`config.mk`:
```
export PLATFORM = sky130hd
export DESIGN_NAME = cfg_bus_master_flat
export DESIGN_NICKNAME = d
export VERILOG_FILES = /design/src/rtl/cfg_bus_master_pkg.sv /design/src/rtl/cfg_bus_master_if.sv /design/src/rtl/cfg_bus_master_rsp_slot.sv /design/src/rtl/cfg_bus_master.sv /design/src/flat_wrapper.sv
export SDC_FILE = /design/constraint.sdc
export NUM_CORES = 1
export LEC_CHECK = 0
export BUFFER_PORTS_ARGS = -buffer_cell sky130_fd_sc_hd__buf_2
export CAP_MARGIN = 20
export CORE_ASPECT_RATIO = 2
export CORE_MARGIN = 1
export CORE_UTILIZATION = 48
export CTS_CLUSTER_SIZE = 14
export DETAILED_ROUTE_END_ITERATION = 8
export PLACE_DENSITY = 0.84
export SLEW_MARGIN = 15
export SYNTH_ARGS = -nofsm -noshare
export SYNTH_HDL_FRONTEND = slang
export SYNTH_HIERARCHICAL = 1
export SYNTH_SLANG_ARGS = --single-unit
```
`constraint.sdc`:
```
create_clock -name clk -period 3.2 [get_ports clk]
set_clock_uncertainty 0.05 [all_clocks]
set_input_delay 0.64 -clock clk [delete_from_list [all_inputs] [get_ports clk]]
set_output_delay 0.64 -clock clk [all_outputs]
set_load 0.01 [all_outputs]
```
`src/rtl/cfg_bus_master_pkg.sv`:
```
// -----------------------------------------------------------------------------
// cgra_cfg_pkg
// Shared types and constants for the tile configuration bus master.
//   CFG_ADDR_W / CFG_DATA_W : default config address / data widths
//   cfg_state_e             : master FSM states (VERIFY only reachable when
//                             CFG_WRITE_VERIFY_EN is defined)
//   cfg_op_e                : request operation
//   cfg_req_t               : one complete request (op, addr, data)
// -----------------------------------------------------------------------------
package cgra_cfg_pkg;

    localparam int CFG_ADDR_W = 32;
    localparam int CFG_DATA_W = 32;

    typedef enum logic [2:0] {
        IDLE   = 3'd0,
        WRITE  = 3'd1,
        READ   = 3'd2,
        RESP   = 3'd3,
        VERIFY = 3'd4
    } cfg_state_e;

    typedef enum logic {
        CFG_RD = 1'b0,
        CFG_WR = 1'b1
    } cfg_op_e;

    typedef struct packed {
        cfg_op_e               op;
        logic [CFG_ADDR_W-1:0] addr;
        logic [CFG_DATA_W-1:0] data;
    } cfg_req_t;

endpackage

```
`src/rtl/cfg_bus_master_if.sv`:
```
// -----------------------------------------------------------------------------
// cfg_bus_master_if
// Bundles the three channels handled by cfg_bus_master:
//   request  : req_valid, req_ready, req_write, req_addr, req_data
//   response : rsp_valid, rsp_ready, rsp_data
//   config   : config_addr, config_data, config_en, read_data
// modport master : the view of cfg_bus_master itself
// modport slave  : the view of the surroundings (controller + tile target)
// -----------------------------------------------------------------------------
interface cfg_bus_master_if
    import cgra_cfg_pkg::*;
#(
    parameter int ADDR_W = CFG_ADDR_W,
    parameter int DATA_W = CFG_DATA_W
);

    logic              req_valid;
    logic              req_ready;
    logic              req_write;
    logic [ADDR_W-1:0] req_addr;
    logic [DATA_W-1:0] req_data;

    logic              rsp_valid;
    logic              rsp_ready;
    logic [DATA_W-1:0] rsp_data;

    logic [ADDR_W-1:0] config_addr;
    logic [DATA_W-1:0] config_data;
    logic              config_en;
    logic [DATA_W-1:0] read_data;

    modport master (
        input  req_valid, req_write, req_addr, req_data,
        input  rsp_ready,
        input  read_data,
        output req_ready,
        output rsp_valid, rsp_data,
        output config_addr, config_data, config_en
    );

    modport slave (
        output req_valid, req_write, req_addr, req_data,
        output rsp_ready,
        output read_data,
        input  req_ready,
        input  rsp_valid, rsp_data,
        input  config_addr, config_data, config_en
    );

endinterface

```
`src/rtl/cfg_bus_master_rsp_slot.sv`:
```
// -----------------------------------------------------------------------------
// cfg_rsp_slot
// One-entry valid/ready holding register for read responses. Data is held
// stable while valid is high and the consumer is not ready.
// Ports:
//   clk, reset : clock, synchronous active-high reset
//   load       : capture load_data and raise valid (only issued when empty)
//   load_data  : data to capture
//   ready      : consumer accepts the held entry
//   valid      : entry present
//   data       : held entry
// -----------------------------------------------------------------------------
module cfg_rsp_slot
    import cgra_cfg_pkg::*;
#(
    parameter int DATA_W = CFG_DATA_W
) (
    input  logic              clk,
    input  logic              reset,
    input  logic              load,
    input  logic [DATA_W-1:0] load_data,
    input  logic              ready,
    output logic              valid,
    output logic [DATA_W-1:0] data
);

    always_ff @(posedge clk) begin
        if (reset) begin
            valid <= 1'b0;
            data  <= '0;
        end else if (load) begin
            valid <= 1'b1;
            data  <= load_data;
        end else if (valid && ready) begin
            // data is left as-is; only valid drops on the handshake
            valid <= 1'b0;
        end
    end

endmodule

```
`src/rtl/cfg_bus_master.sv`:
```
// -----------------------------------------------------------------------------
// cfg_bus_master
// Initiator for one tile's configuration port. Each accepted request becomes
// a single config-bus operation; only one operation is ever outstanding.
// Writes drive config_en for exactly one cycle; reads hold the address for
// READ_LATENCY cycles, capture read_data and return it on the response channel.
//
// Optional build macro: CFG_WRITE_VERIFY_EN
//   When defined, every write is followed by READ_LATENCY cycles of readback
//   of the same address; a mismatch sets the sticky verify_err output and
//   loads verify_addr with the failing address.
//
// Ports:
//   clk         : clock
//   reset       : synchronous active-high reset
//   bus         : cfg_bus_master_if.master (request, response, config bus)
//   busy        : high whenever the FSM is not in IDLE
//   verify_err  : (CFG_WRITE_VERIFY_EN only) sticky write-verify failure
//   verify_addr : (CFG_WRITE_VERIFY_EN only) address of the last failure
//
// All outputs come straight from flops.
//
// state  | meaning
// -------+----------------------------------------------------------------
// IDLE   | req_ready=1, waiting for a request
// WRITE  | config_en=1 for this single cycle; target commits at its end
// READ   | address held, config_en=0, counting READ_LATENCY cycles
// RESP   | rsp_valid=1, waiting for rsp_ready
// VERIFY | after a write: readback for READ_LATENCY cycles, then compare
// -----------------------------------------------------------------------------
module cfg_bus_master
    import cgra_cfg_pkg::*;
#(
    parameter int ADDR_W       = CFG_ADDR_W,
    parameter int DATA_W       = CFG_DATA_W,
    parameter int READ_LATENCY = 1
) (
    input  logic              clk,
    input  logic              reset,
    cfg_bus_master_if.master  bus,
    output logic              busy
`ifdef CFG_WRITE_VERIFY_EN
    ,
    output logic              verify_err,
    output logic [ADDR_W-1:0] verify_addr
`endif
);

    generate
        if (READ_LATENCY < 1) begin : g_bad_read_latency
            $error("cfg_bus_master: READ_LATENCY must be at least 1");
        end
    endgenerate

    // Counter runs 0 .. READ_LATENCY-1 and restarts at 0 for every operation.
    localparam int              CNT_W    = (READ_LATENCY > 1) ? $clog2(READ_LATENCY) : 1;
    localparam logic [CNT_W-1:0] LAT_LAST = CNT_W'(READ_LATENCY - 1);

    cfg_state_e        state_q, state_d;
    logic [CNT_W-1:0]  lat_cnt_q, lat_cnt_d;
    logic [ADDR_W-1:0] config_addr_q, config_addr_d;
    logic [DATA_W-1:0] config_data_q, config_data_d;
    logic              config_en_q, config_en_d;
    logic              req_ready_q;
    logic              busy_q;

    logic              rsp_load;
    logic              rsp_valid_q;
    logic [DATA_W-1:0] rsp_data_q;

    logic              req_fire;
    logic              rsp_fire;
    logic              lat_done;
    cfg_op_e           req_op;

`ifdef CFG_WRITE_VERIFY_EN
    logic              verify_err_q, verify_err_d;
    logic [ADDR_W-1:0] verify_addr_q, verify_addr_d;
`endif

    always_comb begin
        state_d       = state_q;
        lat_cnt_d     = lat_cnt_q;
        config_addr_d = config_addr_q;
        config_data_d = config_data_q;
        config_en_d   = 1'b0;
        rsp_load      = 1'b0;
        req_fire      = bus.req_valid && req_ready_q;
        rsp_fire      = rsp_valid_q && bus.rsp_ready;
        lat_done      = (lat_cnt_q == LAT_LAST);
        req_op        = bus.req_write ? CFG_WR : CFG_RD;
`ifdef CFG_WRITE_VERIFY_EN
        verify_err_d  = verify_err_q;
        verify_addr_d = verify_addr_q;
`endif

        case (state_q)
            IDLE: begin
                if (req_fire) begin
                    config_addr_d = bus.req_addr;
                    lat_cnt_d     = '0;
                    if (req_op == CFG_WR) begin
                        state_d       = WRITE;
                        config_data_d = bus.req_data;
                        config_en_d   = 1'b1;
                    end else begin
                        state_d       = READ;
                        config_data_d = '0;
                    end
                end
            end

            WRITE: begin
`ifdef CFG_WRITE_VERIFY_EN
                state_d = VERIFY;
`else
                state_d = IDLE;
`endif
            end

            READ: begin
                if (lat_done) begin
                    state_d  = RESP;
                    rsp_load = 1'b1;
                end else begin
                    lat_cnt_d = lat_cnt_q + 1'b1;
                end
            end

            RESP: begin
                if (rsp_fire) begin
                    state_d = IDLE;
                end
            end

            VERIFY: begin
`ifdef CFG_WRITE_VERIFY_EN
                // config_data still holds the written value, so it doubles
                // as the compare reference.
                if (lat_done) begin
                    state_d = IDLE;
                    if (bus.read_data != config_data_q) begin
                        verify_err_d  = 1'b1;
                        verify_addr_d = config_addr_q;
                    end
                end else begin
                    lat_cnt_d = lat_cnt_q + 1'b1;
                end
`else
                state_d = IDLE;
`endif
            end

            default: state_d = IDLE;
        endcase
    end

    always_ff @(posedge clk) begin
        if (reset) begin
            state_q       <= IDLE;
            lat_cnt_q     <= '0;
            config_addr_q <= '0;
            config_data_q <= '0;
            config_en_q   <= 1'b0;
            req_ready_q   <= 1'b0;
            busy_q        <= 1'b0;
        end else begin
            state_q       <= state_d;
            lat_cnt_q     <= lat_cnt_d;
            config_addr_q <= config_addr_d;
            config_data_q <= config_data_d;
            config_en_q   <= config_en_d;
            // Registered from the next state so both line up with state_q.
            req_ready_q   <= (state_d == IDLE);
            busy_q        <= (state_d != IDLE);
        end
    end

`ifdef CFG_WRITE_VERIFY_EN
    always_ff @(posedge clk) begin
        if (reset) begin
            verify_err_q  <= 1'b0;
            verify_addr_q <= '0;
        end else begin
            verify_err_q  <= verify_err_d;
            verify_addr_q <= verify_addr_d;
        end
    end

    assign verify_err  = verify_err_q;
    assign verify_addr = verify_addr_q;
`endif

    cfg_rsp_slot #(
        .DATA_W (DATA_W)
    ) u_rsp_slot (
        .clk       (clk),
        .reset     (reset),
        .load      (rsp_load),
        .load_data (bus.read_data),
        .ready     (bus.rsp_ready),
        .valid     (rsp_valid_q),
        .data      (rsp_data_q)
    );

    assign bus.req_ready   = req_ready_q;
    assign bus.rsp_valid   = rsp_valid_q;
    assign bus.rsp_data    = rsp_data_q;
    assign bus.config_addr = config_addr_q;
    assign bus.config_data = config_data_q;
    assign bus.config_en   = config_en_q;
    assign busy            = busy_q;

endmodule

```
`src/flat_wrapper.sv`:
```
// flat-port wrapper written by rule: the top's interface ports become plain ports
module cfg_bus_master_flat import cgra_cfg_pkg::*;
#(
    parameter int ADDR_W       = CFG_ADDR_W,
    parameter int DATA_W       = CFG_DATA_W,
    parameter int READ_LATENCY = 1
)
  (clk, reset, busy, bus_req_valid, bus_req_write, bus_req_addr, bus_req_data, bus_rsp_ready, bus_read_data, bus_req_ready, bus_rsp_valid, bus_rsp_data, bus_config_addr, bus_config_data, bus_config_en);
  cfg_bus_master_if #(.ADDR_W(ADDR_W), .DATA_W(DATA_W)) bus_i ();
  input  logic clk;
  input  logic reset;
  output logic busy;
  input wire logic [$bits(bus_i.req_valid)-1:0] bus_req_valid;
  input wire logic [$bits(bus_i.req_write)-1:0] bus_req_write;
  input wire logic [$bits(bus_i.req_addr)-1:0] bus_req_addr;
  input wire logic [$bits(bus_i.req_data)-1:0] bus_req_data;
  input wire logic [$bits(bus_i.rsp_ready)-1:0] bus_rsp_ready;
  input wire logic [$bits(bus_i.read_data)-1:0] bus_read_data;
  output wire logic [$bits(bus_i.req_ready)-1:0] bus_req_ready;
  output wire logic [$bits(bus_i.rsp_valid)-1:0] bus_rsp_valid;
  output wire logic [$bits(bus_i.rsp_data)-1:0] bus_rsp_data;
  output wire logic [$bits(bus_i.config_addr)-1:0] bus_config_addr;
  output wire logic [$bits(bus_i.config_data)-1:0] bus_config_data;
  output wire logic [$bits(bus_i.config_en)-1:0] bus_config_en;
  assign bus_i.req_valid = bus_req_valid;
  assign bus_i.req_write = bus_req_write;
  assign bus_i.req_addr = bus_req_addr;
  assign bus_i.req_data = bus_req_data;
  assign bus_i.rsp_ready = bus_rsp_ready;
  assign bus_i.read_data = bus_read_data;
  assign bus_req_ready = bus_i.req_ready;
  assign bus_rsp_valid = bus_i.rsp_valid;
  assign bus_rsp_data = bus_i.rsp_data;
  assign bus_config_addr = bus_i.config_addr;
  assign bus_config_data = bus_i.config_data;
  assign bus_config_en = bus_i.config_en;
  cfg_bus_master #(.ADDR_W(ADDR_W), .DATA_W(DATA_W), .READ_LATENCY(READ_LATENCY)) u_core (.clk(clk), .reset(reset), .bus(bus_i), .busy(busy));
endmodule
```
# --- Yosys cells after proc, flatten, opt, wreduce, memory -nomap -nowiden ---
# Cells that the tools add are included.
totals:
  inputBits: 101
  regBits: 104
  out_inout_bits: 100
classes:
  n_mux: 15
  reduce_logical: 10
  eq_ne: 3
  n_bitwise: 2
  n_addsub: 1
ops:
  columns: ["cell", "count"]
  rows:
  - ["$mux 32", 1]
  - ["$mux 3", 3]
  - ["$pmux 3 s3", 1]
  - ["$mux 1", 8]
  - ["$eq 3x2->1 const B", 2]
  - ["$logic_not 3->1", 2]
  - ["$reduce_and 2->1", 2]
  - ["$reduce_bool 2->1", 2]
  - ["$reduce_bool 3->1", 1]
  - ["$reduce_or 3->1", 1]
  - ["$logic_and 1x1->1", 2]
  - ["$mux 2", 1]
  - ["$ne 2x1->1 const B", 1]
  - ["$not 1->1", 2]
  - ["$pmux 1 s2", 1]
  - ["$add 1x1->1 const B", 1]

# --- Longest topological paths before layout ---
# Gate-level depths: netlist of run 1.
depth:
  word_depth: 5
  mapped_depth: 7

# --- By module ---
# The synthesis of run 1 kept the hierarchy.
modules_own_cells:
  columns: ["module", "area_each_um2", "cells_each", "instances", "seq_area_each_um2"]
  rows:
  - ["cfg_bus_master", 2688.8, 317, 1, 1401.3]
  - ["cfg_rsp_slot", 1204.9, 108, 1, 660.6]

# --- Worst setup path after synthesis of run 1 ---
# Ideal clock, no wire load.
synth_path:
  path_kind: "in2reg"
  from: "input reset"
  to: "register u_core.config_data_q[12] (netlist: u_core/bus.config_data[12])"
  n_path_buf: 3
  arrival_ns: 1.364
  cell_stages: 4
  t_required_ns: 3.018
  setup_ns: 0.132
  slack_ns: 1.654
  cell_sequence: "buf_2 clkbuf_1 clkbuf_1 a21oi_1"
synth_lines:
  columns: ["item", "line_no", "source"]
  rows:
  - ["from (decl)", "flat_wrapper.sv:11", "input logic reset;"]
  - ["to (signal assigned)", "cfg_bus_master.sv:171", "config_data_q <= config_data_d;"]
  - ["to (decl)", "cfg_bus_master.sv:62", "logic [DATA_W-1:0] config_data_q, config_data_d;"]
# No word-level cell between the ends.

# --- Final worst setup path of run 1 ---
layout_path:
  from: "register u_core.state_q[2]"
  to: "register u_core.u_rsp_slot.data[5]"
layout_between:
  elab_chain_cells: 2
layout_lines:
  columns: ["item", "line_no", "source"]
  rows:
  - ["from (decl)", "cfg_bus_master.sv:59", "cfg_state_e state_q, state_d;"]
  - ["from (signal assigned)", "cfg_bus_master.sv:168", "state_q <= state_d;"]
  - ["$eq 3x2->1", "cfg_bus_master.sv:97", "case (state_q)"]
  - ["$mux 1", "cfg_bus_master.sv:97", null]
  - ["net u_core.rsp_load", "cfg_bus_master.sv:67", "logic rsp_load;"]
  - ["to (signal assigned)", "cfg_bus_master_rsp_slot.sv:33", "data <= load_data;"]
  - ["to (decl)", "cfg_bus_master_rsp_slot.sv:24", "output logic [DATA_W-1:0] data"]
# The timed path passes the listed nets, and every way through them passes these cells.
# A chain may end at the register's enable or synchronous reset.

==> run_results.csv, run 1 <==
group,metric,value,unit
floorplanning,width_of_the_chip,65.69,um
clocking,htreeDepth,3,
routing,avgViaCountPerCell,5.539,
synthesis,synthesis.area_per_instance,9.162,sq um
clocking,worst_skew_pair.late_latency,0.33,ns
routing,final_antenna_net_count,0,
worst_hold_path,worst_hold_path_type,"reg -> reg",
finish,final.fill_count,671,
routing,dr_total_vias,3866,
floorplanning,initial_core_util,49.38,%
global_routing,grt_use_total,24.39,%
routing,drt-wirelength-per-cell,15.22,um
floorplanning,floorplan.die.height,129.4,um
floorplanning,core.rowCount,46,
setup_path,crit_path_max_incr_delay,0.64,ns
clocking,cts.hold.buffers_added,0,
synthesis,post-synth-top-area-cell,"dfxtp_1",
timing,maxClockFrequency,439.2,MHz
clocking,ctsResizeCount,0,
setup_path,critical_path_class,"reg -> reg",
synthesis,synth_seq_area_share,52.96,%
synthesis,synth_top_cells_by_area,"dfxtp_1 53%, a21oi_1 8.7%, mux2i_1 8.2%",
outcome,status,"completed",
timing,hold_viol_final,0,
setup_path,critPathMaxFanout,67,
timing,timing.final.crit_share,71.15,%
job,cap_violations,0,
timing,max_slew_margin,26.12,%
routing,detailedRoute.firstPassIterationCount,5,
finish,drive_above_1_share,37.94,%
synthesis,netlist-cell-type-count,23,
clocking,numClockSinks,103,
placed_design,place.detailed.hpwl,7279,um
routing,wirelength,10620,um
floorplanning,core_area,7885,sq um
clocking,cts_tree,"done",
routing,drcViolationCount,0,
timing,setup-tns-final,0,ns
setup_path,cp-end-kind,"register",
setup_path,sort_of_element_at_the_start_of_the_critical_path,"register",
clocking,tritoncts.num_buffers,9,
synthesis,post_synthesis_cell_count,425,
setup_path,crit_required,3.37,ns
setup_path,critPathSlowestCell,"dfxtp_2",
placed_design,io_buffers,200,
synthesis,synth_fp_nets,526,
power,p_total,0.002559,W
synthesis,ys_ff_latch,103,
clocking,path_clk_slew,0.06,ns
timing,finalCriticalPeriod,2.277,ns
clocking,post-cts-setup-buffer-count,0,
clocking,clk_root_buffer_cell,"clkbuf_16",
power,p_leak,2.242,nW
global_routing,first_pass_grt_wire_length,16050,um
setup_path,arrival,2.44,ns
synthesis,mappedNetlistArea,3894,sq um
floorplanning,die-area,8498,sq um
placed_design,routabilityCongestion,0.7231,
timing,grt_setup_unrepaired,"no",
global_routing,vias_in_the_first_global_route,3615,
power,worst_ir_drop_vdd,0.4100,mV
global_routing,antenna_violations_before_repair,1,
global_routing,grt_start_max_net_pins,68,
synthesis,synth.top_cell.area_share,52.96,%
finish,finish.net_count,697,
setup_path,cp_cell_sequence,"nand2b_1 -> nor2_4 -> buf_12 -> mux2i_1 -> nor2_1",
timing,worst-slew-pin-transition,1.108,ns
clocking,ctsLongestPathBuffers,2,
timing,timing_max_transition_violations_final,0,
floorplanning,boundaryPins,201,
timing,report.final.setup_viol,0,
synthesis,ys.warnings.count,6,
finish,syn_to_final_growth,31.59,%
global_routing,sum_of_overflow_across_all_layers_after_global_routing,0,
routing,drt_iter0_drcs,189,
power,power.density,499.5,nW/um^2
## Yosys cell counts
library cell and count:
clkbuf_1 24, nor2_1 34, and3b_1 1, nand2b_1 2, nand3_1 33, dfxtp_1 103
buf_6 2, nand4_1 32, inv_1 1, clkbuf_2 2, a21oi_1 68, buf_2 11
buf_12 3, nand4bb_1 1, buf_4 6, inv_2 1, o21ai_0 64, and4bb_1 1
conb_1 1, nand2_1 1, mux2i_1 32, a31o_2 1, or3_1 1
## through the flow
stage | utilization (%) | std cells | hold WS [ns] | cell area [sq um] | setup slack (ns)
global placement | 61.42 | 681 | 0.4049 | 4843 | 1.029
global route | 64.98 | 698 | 0.4417 | 5124 | 0.7784
CTS | 64.95 | 697 | 0.4218 | 5121 | 0.9444
detailed placement | 61.42 | 681 | 0.4128 | 4843 | 0.9693
floorplan | - | 425 | 0.4442 | 3894 | 1.654
finish | 64.98 | 698 | 0.4189 | 5124 | 0.9232
## sequential cells by signal, indices dropped and copies added (netlist names)
register,cells
u_core/bus.config_addr,32
u_core/bus.config_data,32
u_core/u_rsp_slot/data,32
u_core/state_q,3
u_core/bus.config_en,1
u_core/bus.req_ready,1
u_core/busy,1
u_core/u_rsp_slot/valid,1
## critical path, delay by kind of cell (launching register included)
family,cells,cell delay (ns)
flops,1,0.64
simple gates,3,0.94
mux,1,0.24
buf+inv,1,0.25
## cells by family (layout without fill, tap and decap cells)
family	count (synthesis)	in the layout	synth area share [%]
other	1	2	0.09631
and+or+nand+nor	106	106	14.07
muxes	32	32	8.226
buffers and inverters	50	226	7.455
AOI/OAI and AO/OA	133	133	17.19
DFF	103	103	52.96
## cell type report
| class | instances | area, sq um | share of cell area, % |
|---|---|---|---|
| Timing Repair Buffer | 208 | 1099 | 21.44 |
| Clock inverter | 3 | 17.52 | 0.3419 |
| Sequential cell | 103 | 2063 | 40.27 |
| Antenna cell | 1 | 2.502 | 0.04884 |
| Multi-Input combinational cell | 272 | 1554 | 30.33 |
| Clock buffer | 13 | 260.3 | 5.079 |
| Tap cell | 96 | 120.1 | 2.344 |
| Inverter | 2 | 7.507 | 0.1465 |
## per-layer routing
metal,vias to the layer above,routed length (um),global-route usage [%]
met5,-,0,0
met4,0,301,14.58
met3,25,803,5.546
met2,208,5588,42.56
met1,1783,3927,25.89
li1,1850,-,-
## placed cells by master, fill, tap and decap left out, drive strengths merged
cell type	instances
nand4bb	1
nand2b	2
and3b	1
mux2i	32
nand2	1
and4bb	1
inv	2
diode	1
clkinv	2
a31o	1
nand4	32
o21ai	64
a21oi	68
nand3	33
conb	1
clkbuf	13
buf	208
nor2	34
clkinvlp	1
or3	1
dfxtp	103
## report_power, final
| part | internal [W] | leakage (nW) | switching [W] |
|---|---|---|---|
| Combinational | 0.0000962 | 1.27 | 0.000133 |
| Clock | 0.000567 | 0.136 | 0.000429 |
| Sequential | 0.00131 | 0.833 | 0.0000244 |
## worst paths after layout
| kind | end | cells after the start | slack, ns | from |
|---|---|---|---|---|
| worst min register to register | u_core/bus.config_data[19]$_SDFFE_PP0N_ | 2 | 0.42 | u_core/bus.config_data[19]$_SDFFE_PP0N_ |
| worst max-delay path | u_core/u_rsp_slot/data[5]$_SDFFE_PP0P_ | 5 | 0.92 | u_core/state_q[2]$_SDFF_PP0_ |
| worst max register to register | u_core/u_rsp_slot/data[5]$_SDFFE_PP0P_ | 5 | 0.92 | u_core/state_q[2]$_SDFF_PP0_ |
| worst min-delay path | u_core/bus.config_data[19]$_SDFFE_PP0N_ | 2 | 0.42 | u_core/bus.config_data[19]$_SDFFE_PP0N_ |
Power figures use the tool's default switching activity.
==> run 2: changes to the inputs <==
Settings changed: CORE_UTILIZATION 48 to 45, PLACE_DENSITY 0.84 to 0.8.
Clock period 3.2 ns to 2.1 ns, I/O delays scaled along.
==> run 2 against run 1 <==
  * Sequential share of layout area fell by 0.44 points
  * Hold slack lost 0.15 ns
  * Highest routed layer unchanged
  * Routed wire length is 0.35% lower
  * Core utilization is 2.9 points lower
  * First-iteration DRC count down 20%
  * Via count down 0.98%
  * Global-route usage fell by 1.8 points
  * Critical path depth shrank 1
==> run_results.csv, run 2 (synthesis results as in run 1) <==
group,metric,value,unit
timing,timing.final.crit_share,76.48,%
finish,layout_common_cells,"199 x buf_2, 102 x dfxtp_1, 68 x a21oi_1, 64 x o21ai_0",
clocking,ctsLongestPathBuffers,2,
setup_path,critical_path_class,"reg -> reg",
finish,final_cell_area,5180,sq um
power,comb_power_share,8.9,%
global_routing,grt_use_total,22.59,%
floorplanning,core.rowCount,47,
placed_design,dpl_cell_area,4868,sq um
global_routing,vias_in_the_first_global_route,3436,
timing,setup-tns-final,0,ns
clocking,numClockSinks,103,
power,p_leak,2.270,nW
timing,report.final.setup_viol,0,
setup_path,worstRegToRegCells,4,
routing,final_antenna_net_count,0,
outcome,status,"completed",
setup_path,cp-end-kind,"register",
clocking,tritoncts.num_buffers,9,
timing,timing_max_transition_violations_final,0,
placed_design,io_buffers,200,
clocking,cts_tree,"done",
routing,drcViolationCount,0,
setup_path,arrival,1.82,ns
floorplanning,core_area,8351,sq um
placed_design,worst_slack_at_placement,0.4440,ns
routing,drt-wirelength-per-cell,15.10,um
setup_path,crit_required,2.31,ns
placed_design,placed_instances,684,
power,power.density,788.8,nW/um^2
timing,finalCriticalPeriod,1.606,ns
floorplanning,width_of_the_chip,67.78,um
routing,detailedRoute.firstPassIterationCount,4,
power,power.sequential.fraction,49.4,%
floorplanning,floorplan.die.height,133.6,um
routing,avgViaCountPerCell,5.461,
placed_design,place.detailed.hpwl,7384,um
worst_hold_path,timing.hold.worst_path_depth,3,
floorplanning,boundaryPins,201,
routing,dr_total_vias,3828,
global_routing,grt_start_max_net_pins,60,
clocking,htreeDepth,3,
timing,worst-slew-pin-transition,0.6262,ns
clocking,worst_skew_pair.late_latency,0.33,ns
finish,most_common_cell_after_layout_fill_and_taps_aside,"buf_2",
setup_path,sort_of_element_at_the_start_of_the_critical_path,"register",
worst_hold_path,worst_hold_path_type,"in -> reg",
timing,maxClockFrequency,622.6,MHz
global_routing,sum_of_overflow_across_all_layers_after_global_routing,0,
global_routing,first_pass_grt_wire_length,15640,um
timing,hold_viol_final,0,
clocking,clk_root_buffer_cell,"clkbuf_16",
power,p_sw,0.0009458,W
timing,setup_slack,0.4939,ns
clocking,post-cts-setup-buffer-count,0,
clocking,cts.hold.buffers_added,0,
clocking,path_clk_slew,0.07,ns
power,worst_ir_drop_vdd,0.6734,mV
timing,max_slew_margin,58.25,%
clocking,ctsResizeCount,0,
floorplanning,die-area,9051,sq um
power,p_total,0.004086,W
finish,syn_to_final_growth,33.03,%
timing,grt_setup_unrepaired,"no",
power,power.share.switching,23.15,%
finish,drive_above_1_share,38.21,%
floorplanning,initial_core_util,46.63,%
finish,finish.net_count,698,
routing,wirelength,10580,um
power,cell_internal_pwr,0.003140,W
setup_path,critPathMaxFanout,39,
placed_design,routabilityCongestion,0.7663,
finish,fin_cells,701,
job,cap_violations,0,
finish,final.fill_count,707,
routing,drt_iter0_drcs,151,
power,clock_power_share,41.6,%
global_routing,antenna_violations_before_repair,1,
run 2: power by group through the flow:
stage | Clock, W | Sequential (W) | Combinational [W]
finish | 0.00170 | 0.00202 | 0.000364
global route | 0.00181 | 0.00202 | 0.000399
CTS | 0.00174 | 0.00202 | 0.000365
detailed placement | 0 | 0.00206 | 0.000364
global placement | 0 | 0.00206 | 0.000356
floorplan | 0 | 0.00208 | 0.000177
run 2: routing by layer:
layer | vias up | global-route usage, % | routed length (um)
met4 | 0 | 11.34 | 331
met5 | - | 0 | 0
li1 | 1856 | - | -
met2 | 194 | 39.22 | 5497
met1 | 1754 | 24.20 | 3907
met3 | 24 | 5.565 | 847
run 2: path summary, 6_finish.rpt:
| kind | endpoint | slack (ns) | start |
|---|---|---|---|
| max | u_core/bus.config_data[11]$_SDFFE_PP0N_ | 0.49 | u_core/state_q[2]$_SDFF_PP0_ |
| min | u_core/u_rsp_slot/data[26]$_SDFFE_PP0P_ | 0.27 | bus_read_data[26] |
| max reg2reg | u_core/bus.config_data[11]$_SDFFE_PP0N_ | 0.49 | u_core/state_q[2]$_SDFF_PP0_ |
| min reg2reg | u_core/bus.config_addr[17]$_SDFFE_PP0N_ | 0.42 | u_core/bus.config_addr[17]$_SDFFE_PP0N_ |
run 2: area by class of cell:
cell class                 count  area (sq um)  area share [%]
antenna                        1         2.502         0.04831
tap                           98         122.6           2.367
clock inverter                 4         52.55           1.014
sequential                   103          2063           39.83
multi-input combinational    272          1554           30.00
inverter                       2         7.507          0.1449
timing repair buffer         209          1121           21.64
clock buffer                  12         256.5           4.952
run 2: critical path, cell delays in order (launching register included):
cell     delay, ns
dfxtp_2       0.43
inv_2         0.43
buf_12        0.27
nand4_1       0.14
a21oi_1       0.21
run 2: per-stage QoR:
| stage | hold slack (ns) | util (%) |
|---|---|---|
| global route | 0.2727 | 62.03 |
| floorplan | 0.4442 | - |
| finish | 0.2671 | 62.03 |
| global placement | 0.4055 | 58.30 |
| detailed placement | 0.4138 | 58.30 |
| CTS | 0.2637 | 62.00 |
==> run 3: changes to the inputs <==
Settings changed: ABC_AREA from default to 1, CORE_UTILIZATION 45 to 40, PLACE_DENSITY 0.8 to 0.75.
Clock period 2.1 ns to 1.3 ns, I/O delays scaled along.
==> run 3 against run 2 <==
  * The run now ends with DRC, setup timing left
  * Sequential power rose by 63%
  * Global-route usage down 3.4 points
  * Combinational power grew 88%
  * Area after synthesis down 1.4%
  * Critical path depth rose by 4
  * Largest cell class unchanged
==> run_results.csv, run 3 <==
group,metric,value,unit
global_routing,sum_of_overflow_across_all_layers_after_global_routing,0,
timing,setup_slack,-0.04437,ns
routing,detailedRoute.firstPassIterationCount,6,
floorplanning,floorplan.die.height,140.5,um
synthesis,ys.warnings.count,6,
routing,dr_total_vias,3890,
power,power.share.switching,23.77,%
finish,final.fill_count,848,
synthesis,post_synthesis_cell_count,522,
routing,avgViaCountPerCell,4.670,
synthesis,synth_edf_count,0,
setup_path,sort_of_element_at_the_start_of_the_critical_path,"register",
synthesis,mappedNetlistArea,3837,sq um
power,power.density,1221,nW/um^2
floorplanning,die-area,10010,sq um
synthesis,postSynth.asyncResetShare,0,%
clocking,worst_skew_pair.late_latency,0.33,ns
synthesis,synthFlopType,"dfxtp_1",
power,cell_internal_pwr,0.005098,W
global_routing,vias_in_the_first_global_route,3610,
synthesis,synth.top_cell.area_share,53.73,%
outcome,failed_checks,"DRC, setup timing",
floorplanning,boundaryPins,201,
global_routing,grt_use_total,19.20,%
power,clock_power_share,40.4,%
power,power.sequential.fraction,49.3,%
floorplanning,core.rowCount,50,
timing,maxClockFrequency,743.8,MHz
timing,timing_max_transition_violations_final,0,
clocking,htreeDepth,3,
timing,grt_setup_unrepaired,"yes",
global_routing,antenna_violations_before_repair,0,
placed_design,routabilityCongestion,0.7880,
setup_path,cp-end-kind,"register",
power,p_total,0.006687,W
finish,fin_cells,833,
finish,layout_common_cells,"200 x buf_2, 138 x nand2_1, 130 x nor2_1, 102 x dfxtp_1, 43 x inv_1",
routing,drcViolationCount,11,
job,cap_violations,0,
timing,hold_viol_final,0,
clocking,numClockSinks,103,
routing,final_antenna_net_count,0,
clocking,ctsLongestPathBuffers,2,
power,worst_ir_drop_vdd,0.7886,mV
placed_design,io_buffers,200,
synthesis,netlist-cell-type-count,17,
routing,drt_iter0_drcs,179,
clocking,path_clk_slew,0.07,ns
timing,setup-tns-final,-0.1788,ns
power,p_leak,3.129,nW
setup_path,critical_path_class,"reg -> reg",
clocking,cts.hold.buffers_added,0,
placed_design,worst_slack_at_placement,-0.01172,ns
worst_hold_path,worst_hold_path_type,"in -> reg",
synthesis,synth_top_cells_by_area,"dfxtp_1 54%, nand2_1 14%, nor2_1 13%",
placed_design,place.detailed.hpwl,6910,um
global_routing,first_pass_grt_wire_length,15290,um
finish,final_core_utilization,58.78,%
timing,finalCriticalPeriod,1.344,ns
synthesis,ys_ff_latch,103,
outcome,status,"complete, but fails checks",
routing,drt-wirelength-per-cell,12.91,um
finish,diodes,0,
power,comb_power_share,10.3,%
timing,report.final.setup_viol,8,
floorplanning,width_of_the_chip,71.26,um
floorplanning,initial_core_util,41.17,%
synthesis,synth_top_cells_by_count,"139 x nand2_1, 131 x nor2_1, 103 x dfxtp_1, 45 x inv_1, 36 x nand3_1",
finish,syn_to_final_growth,42.78,%
finish,finish.net_count,825,
clocking,clk_root_buffer_cell,"clkbuf_16",
power,p_sw,0.001590,W
synthesis,synthesis.area_per_instance,7.351,sq um
synthesis,post-synth-top-area-cell,"dfxtp_1",
finish,most_common_cell_after_layout_fill_and_taps_aside,"buf_2",
global_routing,grt_start_max_net_pins,37,
timing,timing.final.crit_share,103.4,%
setup_path,critPathMaxFanout,7,
setup_path,crit_required,1.48,ns
synthesis,yosysMostFrequentCell,"nand2_1",
finish,drive_above_1_share,33.61,%
setup_path,arrival,1.53,ns
clocking,cts_tree,"done",
floorplanning,core_area,9321,sq um
synthesis,synth_seq_area_share,53.73,%
synthesis,synth_fp_nets,623,
clocking,tritoncts.num_buffers,9,
placed_design,placed_instances,805,
routing,wirelength,10760,um
run 3: metal layers:
metal  wire [um]  global-route usage, %
met1        3928                  19.36
met2        5837                  34.74
met3         618                  3.525
met4         372                  12.95
met5           0                      0
run 3: repair_timing:
item,in CTS,in global routing
resized for setup,4,7
setup buffers,0,2
gates cloned,0,10
endpoints found under the hold margin,0,0
pin swaps,1,6
endpoints found under the setup margin,10,92
run 3: cells by family (layout without fill, tap and decap cells):
| group | count (synthesis) | after routing | share of synthesized area [%] |
|---|---|---|---|
| flops | 103 | 103 | 53.73 |
| other cells | 1 | 1 | 0.09772 |
| buf+inv | 76 | 283 | 10.27 |
| simple gates | 309 | 309 | 31.59 |
| compound gates | 33 | 33 | 4.304 |
run 3: power groups by stage:
stage / Combinational (W) / Clock, W / Sequential [W]
5_1_grt: 0.000754 / 0.00292 / 0.00331
3_3_place_gp: 0.000598 / 0 / 0.00337
3_5_place_dp: 0.000613 / 0 / 0.00337
4_1_cts: 0.000616 / 0.00278 / 0.00330
6_report: 0.000686 / 0.00270 / 0.00330
2_1_floorplan: 0.000261 / 0 / 0.00342
run 3: final cells by class:
type	count	area, sq um	share of cell area [%]
Multi-Input combinational cell	343	1401	25.58
Tap cell	104	130.1	2.375
Clock buffer	9	225.2	4.111
Clock inverter	7	77.57	1.416
Inverter	47	183.9	3.357
Timing Repair Buffer	220	1398	25.51
Sequential cell	103	2063	37.66
run 3: final timing paths:
check	startpoint	end	slack, ns	depth (start not counted)
setup / recovery	u_core/state_q[0]$_SDFF_PP0_	u_core/bus.config_addr[3]$_SDFFE_PP0N_	-0.04	8
hold / removal	bus_req_data[15]	u_core/bus.config_data[15]$_SDFFE_PP0N_	0.06	3
setup reg to reg	u_core/state_q[0]$_SDFF_PP0_	u_core/bus.config_addr[3]$_SDFFE_PP0N_	-0.04	8
hold reg to reg	u_core/bus.config_data[15]$_SDFFE_PP0N_	u_core/bus.config_data[15]$_SDFFE_PP0N_	0.42	2
run 3: critical path, cell delays in order, from the launching register on:
cell and delay (ns):
dfxtp_2 0.34, nor2_4 0.13, nand2_4 0.07, nor2_4 0.18
buf_12 0.17, clkbuf_16 0.14, nand2_1 0.05, nand2_1 0.06
nor2_1 0.04
run 3: stage by stage:
step	instance area, sq um	hold WS, ns
floorplan	3837	0.2791
global placement	4906	0.3946
detailed placement	4906	0.4007
CTS	5218	0.04312
global route	5479	0.04994
finish	5479	0.05924
